### src/rtl/xoodyak_pkg.sv
// Shared types and constants for the single-block Xoodyak decrypt engine.
// A 384-bit state vector holds byte 0 in [383:376]; each lane is little-endian.
package xoodyak_pkg;

    localparam int NROUNDS = 12;
    localparam int MSG_W   = 192;
    localparam int TAG_W   = 128;
    localparam int STATE_W = 384;

    localparam logic [7:0] CU_CRYPT   = 8'h80;
    localparam logic [7:0] CU_SQUEEZE = 8'h40;
    localparam logic [7:0] PAD_01     = 8'h01;

    localparam logic [31:0] RC [0:NROUNDS-1] = '{
        32'h058, 32'h038, 32'h3C0, 32'h0D0, 32'h120, 32'h014,
        32'h060, 32'h02C, 32'h380, 32'h0F0, 32'h1A0, 32'h012
    };

    typedef enum logic [2:0] {IDLE, UP1, DOWN, UP2, DONE} dec_state_e;

    // [plane y][lane x][bit z]
    typedef logic [2:0][3:0][31:0] planes_t;

    function automatic planes_t to_planes(input logic [STATE_W-1:0] s);
        planes_t p;
        p = '0;
        for (int y = 0; y < 3; y++)
            for (int x = 0; x < 4; x++)
                for (int b = 0; b < 4; b++)
                    p[y][x][8*b +: 8] = s[STATE_W-1 - 8*(16*y + 4*x + b) -: 8];
        return p;
    endfunction

    function automatic logic [STATE_W-1:0] from_planes(input planes_t p);
        logic [STATE_W-1:0] s;
        s = '0;
        for (int y = 0; y < 3; y++)
            for (int x = 0; x < 4; x++)
                for (int b = 0; b < 4; b++)
                    s[STATE_W-1 - 8*(16*y + 4*x + b) -: 8] = p[y][x][8*b +: 8];
        return s;
    endfunction

endpackage

### src/rtl/xoodyak_decrypt_round.sv
// One combinational Xoodoo round: theta, rho-west, iota, chi, rho-east.
module xoodoo_round
    import xoodyak_pkg::*;
(
    input  logic [STATE_W-1:0] state_i,
    input  logic [31:0]        rc_i,
    output logic [STATE_W-1:0] state_o
);

    function automatic logic [31:0] rotl(input logic [31:0] v, input int n);
        return (v << n) | (v >> (32 - n));
    endfunction

    planes_t          a, b, c, d;
    logic [3:0][31:0] par, eff;

    always_comb begin
        a   = to_planes(state_i);
        par = '0;
        eff = '0;
        for (int x = 0; x < 4; x++)
            par[x] = a[0][x] ^ a[1][x] ^ a[2][x];
        for (int x = 0; x < 4; x++)
            eff[x] = rotl(par[(x+3)%4], 5) ^ rotl(par[(x+3)%4], 14);
        for (int y = 0; y < 3; y++)
            for (int x = 0; x < 4; x++)
                a[y][x] = a[y][x] ^ eff[x];

        b = a;
        for (int x = 0; x < 4; x++) begin
            b[1][x] = a[1][(x+3)%4];
            b[2][x] = rotl(a[2][x], 11);
        end
        b[0][0] = b[0][0] ^ rc_i;

        c = b;
        for (int y = 0; y < 3; y++)
            for (int x = 0; x < 4; x++)
                c[y][x] = b[y][x] ^ (~b[(y+1)%3][x] & b[(y+2)%3][x]);

        d = c;
        for (int x = 0; x < 4; x++) begin
            d[1][x] = rotl(c[1][x], 1);
            d[2][x] = rotl(c[2][(x+2)%4], 8);
        end

        state_o = from_planes(d);
    end

endmodule

### src/rtl/xoodyak_decrypt.sv
// Single-block Xoodyak decrypt: Up(0x80), Down(P), Up(0x40), tag compare.
// Define XOOD_DEC_ZEROIZE_EN to withhold plaintext/state_out on tag mismatch.
//   state | meaning
//   IDLE  | wait for start, load state_in ^ 0x80
//   UP1   | 12 rounds producing the keystream
//   DOWN  | recover P, absorb P|0x01 and 0x40
//   UP2   | 12 rounds producing the tag, compare on the last one
//   DONE  | one-cycle done pulse
module xoodyak_decrypt
    import xoodyak_pkg::*;
(
    input  logic               eph1_i,
    input  logic               reset_i,
    input  logic               start_i,
    input  logic [STATE_W-1:0] state_in_i,
    input  logic [MSG_W-1:0]   ciphertext_i,
    input  logic [TAG_W-1:0]   tag_in_i,
    output logic               busy_o,
    output logic               done_o,
    output logic [MSG_W-1:0]   plaintext_o,
    output logic               tag_ok_o,
    output logic [STATE_W-1:0] state_out_o
);

    dec_state_e         fsm_q;
    logic [3:0]         rnd_q;
    logic [STATE_W-1:0] st_q, so_q, round_d;
    logic [MSG_W-1:0]   pt_q, p_d;
    logic               busy_q, done_q, tag_ok_q;
    logic               last_rnd_d, tag_match_d;
`ifdef XOOD_DEC_ZEROIZE_EN
    logic [MSG_W-1:0]   hold_q;
`endif

    xoodoo_round u_round (
        .state_i (st_q),
        .rc_i    (RC[rnd_q]),
        .state_o (round_d)
    );

    assign last_rnd_d  = (rnd_q == 4'(NROUNDS - 1));
    assign p_d         = ciphertext_i ^ st_q[STATE_W-1 -: MSG_W];
    assign tag_match_d = (round_d[STATE_W-1 -: TAG_W] == tag_in_i);

    always_ff @(posedge eph1_i) begin
        if (reset_i) begin
            fsm_q    <= IDLE;
            rnd_q    <= '0;
            st_q     <= '0;
            so_q     <= '0;
            pt_q     <= '0;
            busy_q   <= 1'b0;
            done_q   <= 1'b0;
            tag_ok_q <= 1'b0;
`ifdef XOOD_DEC_ZEROIZE_EN
            hold_q   <= '0;
`endif
        end else begin
            done_q <= 1'b0;
            case (fsm_q)
                IDLE: begin
                    if (start_i) begin
                        st_q   <= state_in_i ^ {{(STATE_W-8){1'b0}}, CU_CRYPT};
                        rnd_q  <= '0;
                        busy_q <= 1'b1;
                        fsm_q  <= UP1;
                    end
                end
                UP1: begin
                    st_q <= round_d;
                    if (last_rnd_d) begin
                        rnd_q <= '0;
                        fsm_q <= DOWN;
                    end else begin
                        rnd_q <= rnd_q + 4'd1;
                    end
                end
                DOWN: begin
`ifdef XOOD_DEC_ZEROIZE_EN
                    hold_q <= p_d;
`else
                    pt_q   <= p_d;
`endif
                    st_q  <= st_q ^ {p_d, PAD_01, {(STATE_W-MSG_W-8){1'b0}}}
                                  ^ {{(STATE_W-8){1'b0}}, CU_SQUEEZE};
                    fsm_q <= UP2;
                end
                UP2: begin
                    st_q <= round_d;
                    if (last_rnd_d) begin
                        rnd_q    <= '0;
                        tag_ok_q <= tag_match_d;
                        busy_q   <= 1'b0;
                        done_q   <= 1'b1;
                        fsm_q    <= DONE;
`ifdef XOOD_DEC_ZEROIZE_EN
                        // Plaintext and chaining state leave only after the tag verifies.
                        if (tag_match_d) begin
                            pt_q <= hold_q;
                            so_q <= round_d;
                        end else begin
                            pt_q   <= '0;
                            so_q   <= '0;
                            hold_q <= '0;
                        end
`else
                        so_q <= round_d;
`endif
                    end else begin
                        rnd_q <= rnd_q + 4'd1;
                    end
                end
                DONE:    fsm_q <= IDLE;
                default: fsm_q <= IDLE;
            endcase
        end
    end

    assign busy_o      = busy_q;
    assign done_o      = done_q;
    assign plaintext_o = pt_q;
    assign tag_ok_o    = tag_ok_q;
    assign state_out_o = so_q;

endmodule
### config.mk
export PLATFORM = sky130hd
export DESIGN_NAME = xoodyak_decrypt
export DESIGN_NICKNAME = d
export VERILOG_FILES = /design/src/rtl/xoodyak_pkg.sv /design/src/rtl/xoodyak_decrypt_round.sv /design/src/rtl/xoodyak_decrypt.sv
export SDC_FILE = /design/constraint.sdc
export NUM_CORES = 2
export LEC_CHECK = 0
export ABC_AREA = 1
export CAP_MARGIN = 20
export CORE_AREA = 3 3 504 506
export CTS_BUF_LIST = sky130_fd_sc_hd__clkbuf_16
export CTS_CLUSTER_DIAMETER = 200
export DETAILED_ROUTE_END_ITERATION = 7
export DIE_AREA = 0 0 507 509
export MAX_ROUTING_LAYER = met4
export PLACE_DENSITY = 0.57
export SYNTH_ARGS = -nofsm -noshare
export SYNTH_HDL_FRONTEND = slang
export SYNTH_HIERARCHICAL = 1
export SYNTH_SLANG_ARGS = --single-unit
### constraint.sdc
create_clock -name eph1_i -period 2.5 [get_ports eph1_i]
set_clock_uncertainty 0.05 [all_clocks]
set_input_delay 0.5 -clock eph1_i [delete_from_list [all_inputs] [get_ports eph1_i]]
set_output_delay 0.5 -clock eph1_i [all_outputs]
set_load 0.005 [all_outputs]
==> impl_metrics.toml <==
[layout]
drive_above_1_share = 0.450
area_delta_synth_final_pct = 105
n_fill_cell = 24706
final_core_utilization = 0.541
design_area_um2 = 135000
nNetsFinal = 16287

[route]
drc = 0
ant_nets = 0
dr_total_vias = 101410
firstDrtPassIters = 7
routedWlPerCell_um = 32.1
wirelength_mm = 614
drt_iter0_markers = 11426
vias_per_cell = 5.30

[timing]
tns_ps = -15700
layout_worst_path_cycle_share = 1.30
rsz0062_at_grt = "true"
tightest_slew_ps = 951
setup_viol = 210
fmax_mhz = 308
min_period_ps = 3250
holdWs_ps = 194
hold_viol = 0
relSlewSlack = 0.366
slew_viol_final = 0
worst_slack_ps = -751

[synth]
synthFlopType = "dfxtp_1"
synth.avg_cell_area_um2 = 5.94
synth_top_family_by_area = "simple AND/OR/NAND/NOR gates"
synthXorXnorAreaFrac = 0.0354
synthCells = 11098
synth-compound-area-share = 0.181
async_flop_share = 0
synth.area.top_cells = "dfxtp_1, nand2_1, nand3_1"
syn_area_um2 = 66000
synth_edf_count = 0
synthAdderAreaFrac = 0.00114
yosysTopAreaCellShare = 0.294
synth.distinct_cells = 35
yosysTopAreaCell = "dfxtp_1"
synthSimpleGateAreaFrac = 0.416
synthMuxAreaShare = 0
synth_seq_area_share = 0.294
yosys_warnings = 6
ys_ff_latch = 970

[global_route]
antenna_found_initial = 126
gr-usage-all-layers = 0.463
grt_pass1_wl_mm = 786
overflow = 0
grt_max_degree = 77
grt_pass1_vias = 89703

[worst_setup_path]
critPathMaxFanout = 3
cp_data_arrival_time_ps = 3930
critPathCapture = "tag_ok_o"
end_kind = "register"
setup.worst_path.start = "st_q[94]"
crit_type = "register to register"
timing.rr.start = "st_q[94]"
r2r_setup_slack_ps = -750
worstRegToRegCells = 22
cp.required_ps = 3180
cp-start-kind = "register"
reg2reg_to = "tag_ok_o"

[floorplan]
initial_utilization = 0.263
fp-row-count = 184
pin_count = 1286
die_y_um = 509
chipWidth_um = 507
coreArea_um2 = 250000
die_area_um2 = 258000

[clock_network]
cts_tree = "built"
ctsLongestPathBuffers = 3
cts_made_buffers = 117
cts.sinks = 970
clk_pin_slew_ps = 70
htreeDepth = 3
clk_latency_ps = 850
cts_root_buf = "clkbuf_16"

[status]
violations = "setup timing"
status = "finished with violations"

[placement]
dp_hpwl_mm = 529
routabilityCongestion = 1.13
place_ws_ps = -1460
portBuffers = 1285
placed_area_um2 = 112000

[min_path]
hp-class = "input pin to register"
min_from = "state_in_i[261]"

[job]
max-cap-violations = 0

[pwr]
vdd_ir_drop_max_mv = 0.767
powerDensity_nw_per_um2 = 1480
cellLeakagePower_nw = 61.7
[layer usage]
metal | track usage | routed length (µm) | vias up
met5 | - | 0 | -
met4 | 0.340 | 58800 | 0
met3 | 0.0771 | 52600 | 1103
met2 | 0.677 | 258000 | 5293
met1 | 0.573 | 245000 | 49090
li1 | - | - | 45924
[worst min-delay path by stage]
stage,slack (ps),to,depth (start not counted)
2_1_floorplan,400,tag_ok_o,2
5_1_grt,210,st_q[260],3
6_report,190,st_q[261],3
3_3_place_gp,400,state_out_o[176],1
4_1_cts,140,st_q[309],3
3_5_place_dp,410,state_out_o[173],1
[synth_stat cells, types with 32 or more instances]
cell type and instances:
inv_2 191, nor2_1 570, nand2_4 32, o21ai_0 930, xnor2_1 227, buf_2 170, nand3_1 1424, nand2_1 4283
dfxtp_1 970, inv_1 535, a22o_1 35, a221oi_1 175, clkbuf_1 208, nand2_2 229, a22oi_1 190, xor2_1 40
a21oi_1 754
[state kept, by name, summed over array words and instances (netlist names)]
| name | flops |
|---|---|
| busy_o | 1 |
| done_o | 1 |
| fsm_q | 3 |
| tag_ok_o | 1 |
| st_q | 384 |
| state_out_o | 384 |
| plaintext_o | 192 |
| rnd_q | 4 |
[layout by cell type, fill, tap and decap left out, drive strengths merged, types with 18 or more instances in the layout]
master | netlist | routed
o21ai | 943 | 943
nand3 | 1432 | 1432
conb | 1 | 23
nand2 | 4545 | 4545
a31oi | 19 | 19
clkinvlp | 0 | 18
a22oi | 190 | 190
a221oi | 175 | 175
bufinv | 0 | 20
clkdlybuf4s50 | 0 | 1282
inv | 733 | 735
buf | 210 | 3468
xor2 | 40 | 40
nor2 | 574 | 574
xnor2 | 227 | 227
clkbuf | 208 | 118
diode | 0 | 95
clkinv | 0 | 61
nand4 | 19 | 19
a22o | 35 | 35
dfxtp | 970 | 970
a21oi | 754 | 754
[per-stage QoR]
stage	instances	power, mW
floorplan	11120	55.3
CTS	18897	184
global placement	18441	149
detailed placement	18442	149
finish	19117	200
global route	19095	203
[power by group]
| group | internal, mW | switching (mW) |
|---|---|---|
| logic | 66.2 | 95.2 |
| registers | 17.3 | 2.44 |
| clock network | 10.7 | 8.33 |
[cell families after synthesis]
family,after synthesis
AO/OA/AOI/OAI,2124
other,1
flip-flops,970
AND/OR/NAND/NOR,6579
XOR/XNOR,267
adder cells (fa/ha/maj),6
buffers and inverters,1151
[worst max-delay path: stages, from the launching register on]
cell and delay [ps]:
dfxtp_4 470, buf_6 150, nand3_2 70, nand2_2 90, buf_12 150, nand2_4 60
nand2_4 70, buf_6 100, nand2_4 60, nand2_8 110, nand2_2 60, nand2_2 70
nand2_4 60, buf_4 120, nand2_1 170, nand4_1 450, nor2_1 240, nand2_1 120
nor2_4 160, nand2_2 70, nor2_2 100, nand3_2 60, nand2_1 50
[what timing repair did]
action / 4_1_cts / 5_1_grt
cloned: 0 / 0
hold buffers: 0 / 0
setup buffers: 288 / 245
setup endpoints to repair: 553 / 520
pin swaps: 637 / 837
gates resized for setup: 2780 / 2081
[area by class of cell]
type                            count  area, µm²  share of cell area
Antenna cell                       95        238             0.00176
Clock buffer                      118       2950              0.0218
Clock inverter                    101       1150             0.00850
Inverter                          733       3480              0.0257
Multi-Input combinational cell   8999      55100               0.407
Sequential cell                   970      20100               0.149
Tap cell                         3348       4190              0.0309
Timing Repair Buffer             4753      48300               0.356
Note: power is estimated with default switching activity, not from simulation.
